File: src/rtl/pipe_pkg.sv
`default_nettype none
// ---------------------------------------------------------------------------
// pipe_pkg : shared state encoding and default widths for pipe_stage_skid
// Revision : 1.0
// ---------------------------------------------------------------------------
package pipe_pkg;

  localparam int unsigned PIPE_CTRL_W = 8;
  localparam int unsigned PIPE_DATA_W = 96;
  localparam int unsigned PIPE_CNT_W  = 16;

  // Encoding equals the number of valid entries held by the stage.
  typedef enum logic [1:0] {
    ST_EMPTY = 2'd0,
    ST_ONE   = 2'd1,
    ST_TWO   = 2'd2
  } state_e;

endpackage
`default_nettype wire

File: src/rtl/pipe_entry.sv
`default_nettype none
// ---------------------------------------------------------------------------
// pipe_entry : valid-tagged ctrl/data register with load, unload and clear
// Revision   : 1.0
// ---------------------------------------------------------------------------
module pipe_entry
  import pipe_pkg::*;
#(
  parameter int unsigned CTRL_W   = PIPE_CTRL_W,
  parameter int unsigned DATA_W   = PIPE_DATA_W,
  parameter bit          CLR_DATA = 1'b0
) (
  input  logic              clk,
  input  logic              rst_n,
  input  logic              clr,
  input  logic              load,
  input  logic              unload,
  input  logic [CTRL_W-1:0] load_ctrl,
  input  logic [DATA_W-1:0] load_data,
  output logic              valid,
  output logic [CTRL_W-1:0] ctrl,
  output logic [DATA_W-1:0] data
);

  logic              valid_d, valid_q;
  logic [CTRL_W-1:0] ctrl_d,  ctrl_q;
  logic [DATA_W-1:0] data_d,  data_q;

  always_comb begin
    valid_d = valid_q;
    ctrl_d  = ctrl_q;
    data_d  = data_q;
    if (clr) begin
      valid_d = 1'b0;
      ctrl_d  = '0;
      if (CLR_DATA) begin
        data_d = '0;
      end
    end else if (load) begin
      valid_d = 1'b1;
      ctrl_d  = load_ctrl;
      data_d  = load_data;
    end else if (unload) begin
      // Data is kept so a drained stage still shows its last operands.
      valid_d = 1'b0;
    end
  end

  always_ff @(posedge clk) begin
    if (!rst_n) begin
      valid_q <= 1'b0;
      ctrl_q  <= '0;
      data_q  <= '0;
    end else begin
      valid_q <= valid_d;
      ctrl_q  <= ctrl_d;
      data_q  <= data_d;
    end
  end

  assign valid = valid_q;
  assign ctrl  = ctrl_q;
  assign data  = data_q;

endmodule
`default_nettype wire

File: src/rtl/pipe_stage_skid.sv
`default_nettype none
// ---------------------------------------------------------------------------
// pipe_stage_skid : valid/ready pipeline stage with two-entry skid buffer,
//                   flushable control field and saturating stall counter
// Revision        : 1.0
// ---------------------------------------------------------------------------
module pipe_stage_skid
  import pipe_pkg::*;
#(
  parameter int unsigned CTRL_W   = PIPE_CTRL_W,
  parameter int unsigned DATA_W   = PIPE_DATA_W,
  parameter bit          CLR_DATA = 1'b0,
  parameter int unsigned CNT_W    = PIPE_CNT_W
) (
  input  logic              clk,
  input  logic              rst_n,
  input  logic              flush,
  input  logic              in_valid,
  output logic              in_ready,
  input  logic [CTRL_W-1:0] in_ctrl,
  input  logic [DATA_W-1:0] in_data,
  output logic              out_valid,
  input  logic              out_ready,
  output logic [CTRL_W-1:0] out_ctrl,
  output logic [DATA_W-1:0] out_data,
  output logic [CNT_W-1:0]  stall_cnt
);

  state_e            state_d, state_q;
  logic              in_ready_d, in_ready_q;
  logic [CNT_W-1:0]  stall_cnt_d, stall_cnt_q;

  logic              accept, drain, stall;
  logic              main_load, main_unload, skid_load, skid_unload;
  logic              main_valid, skid_valid;
  logic [CTRL_W-1:0] main_ctrl, skid_ctrl, main_ld_ctrl;
  logic [DATA_W-1:0] main_data, skid_data, main_ld_data;

  assign accept = in_valid & in_ready_q;
  assign drain  = main_valid & out_ready;
  assign stall  = main_valid & ~out_ready;

  always_comb begin
    state_d     = state_q;
    main_load   = 1'b0;
    main_unload = 1'b0;
    skid_load   = 1'b0;
    skid_unload = 1'b0;
    case (state_q)
      ST_EMPTY: begin
        if (accept) begin
          state_d   = ST_ONE;
          main_load = 1'b1;
        end
      end
      ST_ONE: begin
        if (accept && drain) begin
          main_load = 1'b1;
        end else if (accept) begin
          state_d   = ST_TWO;
          skid_load = 1'b1;
        end else if (drain) begin
          state_d     = ST_EMPTY;
          main_unload = 1'b1;
        end
      end
      ST_TWO: begin
        if (drain) begin
          state_d     = ST_ONE;
          main_load   = 1'b1;
          skid_unload = 1'b1;
        end
      end
      default: begin
        state_d = ST_EMPTY;
      end
    endcase
    if (flush) begin
      state_d = ST_EMPTY;
    end
  end

  // The skid entry is only ever valid in TWO, so it doubles as the refill select.
  always_comb begin
    main_ld_ctrl = in_ctrl;
    main_ld_data = in_data;
    if (skid_valid) begin
      main_ld_ctrl = skid_ctrl;
      main_ld_data = skid_data;
    end
  end

  always_comb begin
    in_ready_d  = (state_d != ST_TWO);
    stall_cnt_d = stall_cnt_q;
    if (stall && (stall_cnt_q != {CNT_W{1'b1}})) begin
      stall_cnt_d = stall_cnt_q + {{(CNT_W-1){1'b0}}, 1'b1};
    end
  end

  always_ff @(posedge clk) begin
    if (!rst_n) begin
      state_q     <= ST_EMPTY;
      in_ready_q  <= 1'b1;
      stall_cnt_q <= '0;
    end else begin
      state_q     <= state_d;
      in_ready_q  <= in_ready_d;
      stall_cnt_q <= stall_cnt_d;
    end
  end

  pipe_entry #(
    .CTRL_W   (CTRL_W),
    .DATA_W   (DATA_W),
    .CLR_DATA (CLR_DATA)
  ) u_main (
    .clk       (clk),
    .rst_n     (rst_n),
    .clr       (flush),
    .load      (main_load),
    .unload    (main_unload),
    .load_ctrl (main_ld_ctrl),
    .load_data (main_ld_data),
    .valid     (main_valid),
    .ctrl      (main_ctrl),
    .data      (main_data)
  );

  pipe_entry #(
    .CTRL_W   (CTRL_W),
    .DATA_W   (DATA_W),
    .CLR_DATA (CLR_DATA)
  ) u_skid (
    .clk       (clk),
    .rst_n     (rst_n),
    .clr       (flush),
    .load      (skid_load),
    .unload    (skid_unload),
    .load_ctrl (in_ctrl),
    .load_data (in_data),
    .valid     (skid_valid),
    .ctrl      (skid_ctrl),
    .data      (skid_data)
  );

  assign in_ready  = in_ready_q;
  assign out_valid = main_valid;
  assign out_ctrl  = main_valid ? main_ctrl : '0;
  assign out_data  = main_data;
  assign stall_cnt = stall_cnt_q;

endmodule
`default_nettype wire

File: config.mk
export PLATFORM = sky130hd
export DESIGN_NAME = pipe_stage_skid
export DESIGN_NICKNAME = d
export VERILOG_FILES = /design/src/rtl/pipe_pkg.sv /design/src/rtl/pipe_entry.sv /design/src/rtl/pipe_stage_skid.sv
export SDC_FILE = /design/constraint.sdc
export NUM_CORES = 1
export LEC_CHECK = 0
export CORE_MARGIN = 4
export CORE_UTILIZATION = 50
export DETAILED_ROUTE_END_ITERATION = 10
export PLACE_DENSITY = 0.8
export SYNTH_ARGS = -nofsm -noshare
export SYNTH_HDL_FRONTEND = slang
export SYNTH_SLANG_ARGS = --single-unit
File: constraint.sdc
create_clock -name clk -period 2.13 [get_ports clk]
set_input_delay 0.3195 -clock clk [delete_from_list [all_inputs] [get_ports clk]]
set_output_delay 0.3195 -clock clk [all_outputs]
set_load 0.02 [all_outputs]
---- Yosys cells after proc, flatten, opt, wreduce, memory -nomap -nowiden ----
Cells that the tools add are included.
word-level totals
  input bits .............................. 109
  register bits after elaboration ......... 229
  output and inout port bits .............. 122
cells by class
  bitwise logic cells ..................... 6
  equality and inequality tests ........... 4
  reduce and logical (&&, ||, !) cells .... 8
  multiplexer cells ....................... 24
  $add $sub $neg .......................... 1
operators by type and width
  kind                     count
  $mux W96                 1
  $add A16 B1 Y16 const B  1
  $mux W8                  2
  $ne A16 B16 Y1 const B   1
  $mux W1                  13
  $mux W2                  6
  $pmux W2 S3              1
  $reduce_and A2 Y1        2
  $reduce_bool A2 Y1       2
  $and A1 B1 Y1            3
  $not A1 Y1               3
  $pmux W1 S3              1
  $eq A2 B1 Y1 const B     1
  $eq A2 B2 Y1 const B     1
  $logic_and A1 B1 Y1      2
  $logic_not A2 Y1         1
  $ne A2 B2 Y1 const B     1
  $reduce_or A2 Y1         1

---- Logic depth before layout (Yosys ltp) ----
  depth after elaboration ................. 7
  gate-level depth with buffers ........... 7
  depth with buffers taken out ............ 5

---- By module ----
A second synthesis with hierarchy kept.
second synthesis, totals
  cell total of the unflattened synthesis .. 1137
  area, all modules ....................... 10644.0 um^2
modules (own cells, without submodules)
  module           area each (um^2)  cells each  times used
  pipe_entry       4169.0            448         2
  pipe_stage_skid  2306.0            241         1

---- Worst setup path after synthesis ----
Ideal clock, no wire load.
  kind .................................... reg2reg
  start point ............................. reg stall_cnt_q[0], in the netlist stall_cnt[0]
  end point ............................... reg stall_cnt_q[1], in the netlist stall_cnt[1]
  library setup time ...................... 0.128 ns
  setup slack ............................. 0.352 ns
  period minus slack after synthesis ...... 1.778 ns
  cell stages (with the launch flop) ...... 6
  arrival ................................. 1.650 ns
  cells stage by stage .................... dfxtp_1 -> ha_1 -> nand4_1 -> o41ai_4 -> mux2i_1 -> nor2_1
on the way
  longest elaborated chain between the ends .. 2
  elaborated cells between the ends (all ways) .. 3
  classes of those cells .................. add/sub (1); eq/ne (1); reduce/logical (1)
ends and longest elaborated chain
  item                                                                     RTL line                RTL
  from (decl)                                                              pipe_stage_skid.sv:31   logic [CNT_W-1:0] stall_cnt_d, stall_cnt_q;
  from (signal assigned)                                                   pipe_stage_skid.sv:109  stall_cnt_q <= stall_cnt_d;
  parallel branches: the longest is 2 deep, another holds $add A16 B1 Y16  -
Parallel ways; which one is timed is not known.
A chain may end at the register's enable or synchronous reset.

---- Worst setup path in the final report ----
  start point ............................. reg u_main.valid_q, in the netlist u_main.valid
  end point ............................... out out_ctrl[4]
on the way
  longest elaborated chain between the ends .. 1
ends and longest elaborated chain
  item                    RTL line                RTL
  from (decl)             pipe_entry.sv:25        logic valid_d, valid_q;
  from (signal assigned)  pipe_entry.sv:55        valid_q <= valid_d;
  $mux W8                 pipe_stage_skid.sv:149  assign out_ctrl = main_valid ? main_ctrl : '0;
  to (decl)               pipe_stage_skid.sv:24   output logic [CTRL_W-1:0] out_ctrl,
No other way between the ends.

==> impl_metrics.env <==
export IMPL_criticalPathCategory="flop to output port"
export IMPL_post_place_ws_ps=80.5
export IMPL_cts_repair_resized=7
export IMPL_track_usage=0.223
export IMPL_gp_congestion=0.801
export IMPL_min_period_ps=2030
export IMPL_cts_root_buf="clkbuf_16"
export IMPL_slew_violations=0
export IMPL_grt_pass1_vias=8619
export IMPL_cp_required_ps=1810
export IMPL_syn_num_nets=1251
export IMPL_synth_cell_types=47
export IMPL_first_iter_violations=348
export IMPL_hold_viol=0
export IMPL_final_nets=1450
export IMPL_status="complete, no violations"
export IMPL_clkLatencyLatePin_ps=510
export IMPL_ios=231
export IMPL_num_vias=8540
export IMPL_vdd_drop_max_v=0.000578
export IMPL_critical_path_arrival_ps=1710
export IMPL_power_mw=9.90
export IMPL_cap_violations=0
export IMPL_path_clk_slew_ps=60
export IMPL_cts_hold_buf=0
export IMPL_synth_ff_latch_count=229
export IMPL_cts_sinks=229
export IMPL_slew_headroom=0.667
export IMPL_post_route_period_util=0.955
export IMPL_io_buffers=230
export IMPL_grt_pass1_wl_um=42000
export IMPL_grt_overflow=0
export IMPL_dr_pass1_iters=5
export IMPL_clockBufferDepth=3
export IMPL_antenna_found_initial=0
export IMPL_synthCells=1141
export IMPL_postSynthAreaPerCell_um2=8.77
export IMPL_drt_total_wl_um=25700
export IMPL_htreeDepth=1
export IMPL_rsz0062_at_grt="false"
export IMPL_wl_per_cell_um=15.8
export IMPL_ys_seq_area_frac=0.458
export IMPL_tightest_slew_ps=498
export IMPL_hold_class="primary input to flop"
export IMPL_diodes=0
export IMPL_syn2layout_area_growth_pct=34.8
export IMPL_power_density_nw_per_um2=733
export IMPL_rows=51
export IMPL_dieArea_um2=22300
export IMPL_max_freq_ghz=0.492
export IMPL_die_x_um=149
export IMPL_avgViaCountPerCell=5.27
export IMPL_async_flop_share=0
export IMPL_layout_drive_gt1_share=0.131
export IMPL_drcViolationCount=0
export IMPL_p_leak_nw=5.30
export IMPL_netlist_area_um2=10000
export IMPL_synth_top_flop_cell="dfxtp_1"
export IMPL_fin_worst_skew_ps=9.26
export IMPL_endpoint_kind="output port"
export IMPL_fin_ws_ps=96.6
export IMPL_core_um2=19600
export IMPL_cts_buffers=24
export IMPL_dpl_instance_area_um2=12700
export IMPL_tns_ps=0
export IMPL_start_kind="flop"
export IMPL_setup_viol=0
export IMPL_cts_setup_buffers=0
export IMPL_ys_warn_count=0
export IMPL_design_area_um2=13500
export IMPL_initial_core_util=0.511
export IMPL_die_y_um=149
export IMPL_dp_hpwl_um=17000
export IMPL_nFillCells=1574
export IMPL_grt_max_degree=96
export IMPL_cts_tree="built"
export IMPL_ant_nets=0
export IMPL_crit_fanout=11
export IMPL_synth_edf_count=0
-- cell type report --
type	instances	area [um^2]	area share
repair buffers	258	2740	0.203
clock buffers	40	742	0.0550
multi-input cells	821	5020	0.372
inverters	6	23.8	0.00176
clock inverters	3	42.5	0.00315
well taps	265	332	0.0246
flip-flops and latches	229	4590	0.340
-- flip-flops by register name, summed over array words and instances, names as in the netlist --
register and cells:
u_main.data 96, u_skid.data 96, stall_cnt 16, u_main.ctrl 8, u_skid.ctrl 8, state_q 2, in_ready 1, u_main.valid 1
u_skid.valid 1
-- layout by cell type, fill, tap and decap left out, types with 8 or more instances in the layout --
cell type,n
dfxtp_1,227
nand2_1,396
nor3_1,9
nor2_1,16
buf_4,9
clkbuf_16,25
mux2i_1,118
a21oi_1,109
clkbuf_1,9
a211oi_1,8
clkdlybuf4s50_1,223
and2_1,8
mux2_2,96
buf_12,19
-- Yosys cell counts, drive strengths merged, types with 2 or more instances --
cell    number  area share
nand2      396        0.15
dfxtp      229        0.46
mux2i      118        0.12
a21oi      110       0.056
mux2        96        0.11
clkbuf      54       0.021
buf         31       0.019
nor2        16      0.0060
nor3        10      0.0055
a211oi       8      0.0060
and2         8      0.0050
nand2b       7      0.0044
nand4        7      0.0056
o31ai        7      0.0053
inv          6      0.0023
or4          5      0.0039
nand3        4      0.0020
o21ai        4      0.0020
or3          4      0.0026
nor4         3      0.0025
and3         2      0.0014
o41ai        2      0.0036
or2          2      0.0012
-- metrics by stage --
step	utilization	std cells	hold WS, ps
CTS	0.689	1622	118
global route	0.689	1622	143
finish	0.689	1622	136
detailed placement	0.649	1579	444
global placement	0.649	1579	437
floorplan	-	1141	430
-- per-layer routing --
metal,vias to the layer above,GRT usage,share of wire
met5,-,0,0
li1,4224,-,-
met3,29,0.0533,0.071
met1,4062,0.282,0.42
met2,225,0.390,0.49
met4,0,0.0481,0.018
-- cell families (layout without fill, tap and decap cells) --
family                     Yosys count  in the layout  synth area share
xor gates and xnor gates             1              1          0.000875
buffers and inverters               91            307            0.0424
muxes                              214            214             0.226
and+or+nand+nor                    468            468             0.193
AOI/OAI and AO/OA                  137            137            0.0780
DFF                                229            229             0.458
adders and majority gates            1              1           0.00125
-- path summary, 6_finish.rpt --
kind | to | from | slack (ps) | cells after the start
worst max-delay path | out_ctrl[4] | u_main.valid$_SDFFE_PP0P_ | 100 | 2
worst min register to register | u_skid.data[70]$_SDFFE_PN0P_ | u_skid.data[70]$_SDFFE_PN0P_ | 450 | 2
worst max register to register | stall_cnt[1]$_SDFFE_PN0P_ | stall_cnt[1]$_SDFFE_PN0P_ | 220 | 5
worst min-delay path | u_main.data[18]$_SDFFE_PN0P_ | rst_n | 140 | 3
-- worst max-delay path: stages (launching register included) --
cell	delay, ps
dfxtp_2	420
and2_1	170
clkdlybuf4s50_1	610
-- power by group --
| part | internal, mW | switching (mW) | leakage (nW) |
|---|---|---|---|
| registers | 4.42 | 0.0806 | 1.86 |
| logic | 0.653 | 0.591 | 3.06 |
| clock network | 2.48 | 1.67 | 0.380 |
Note: power is estimated with default switching activity, not from simulation.
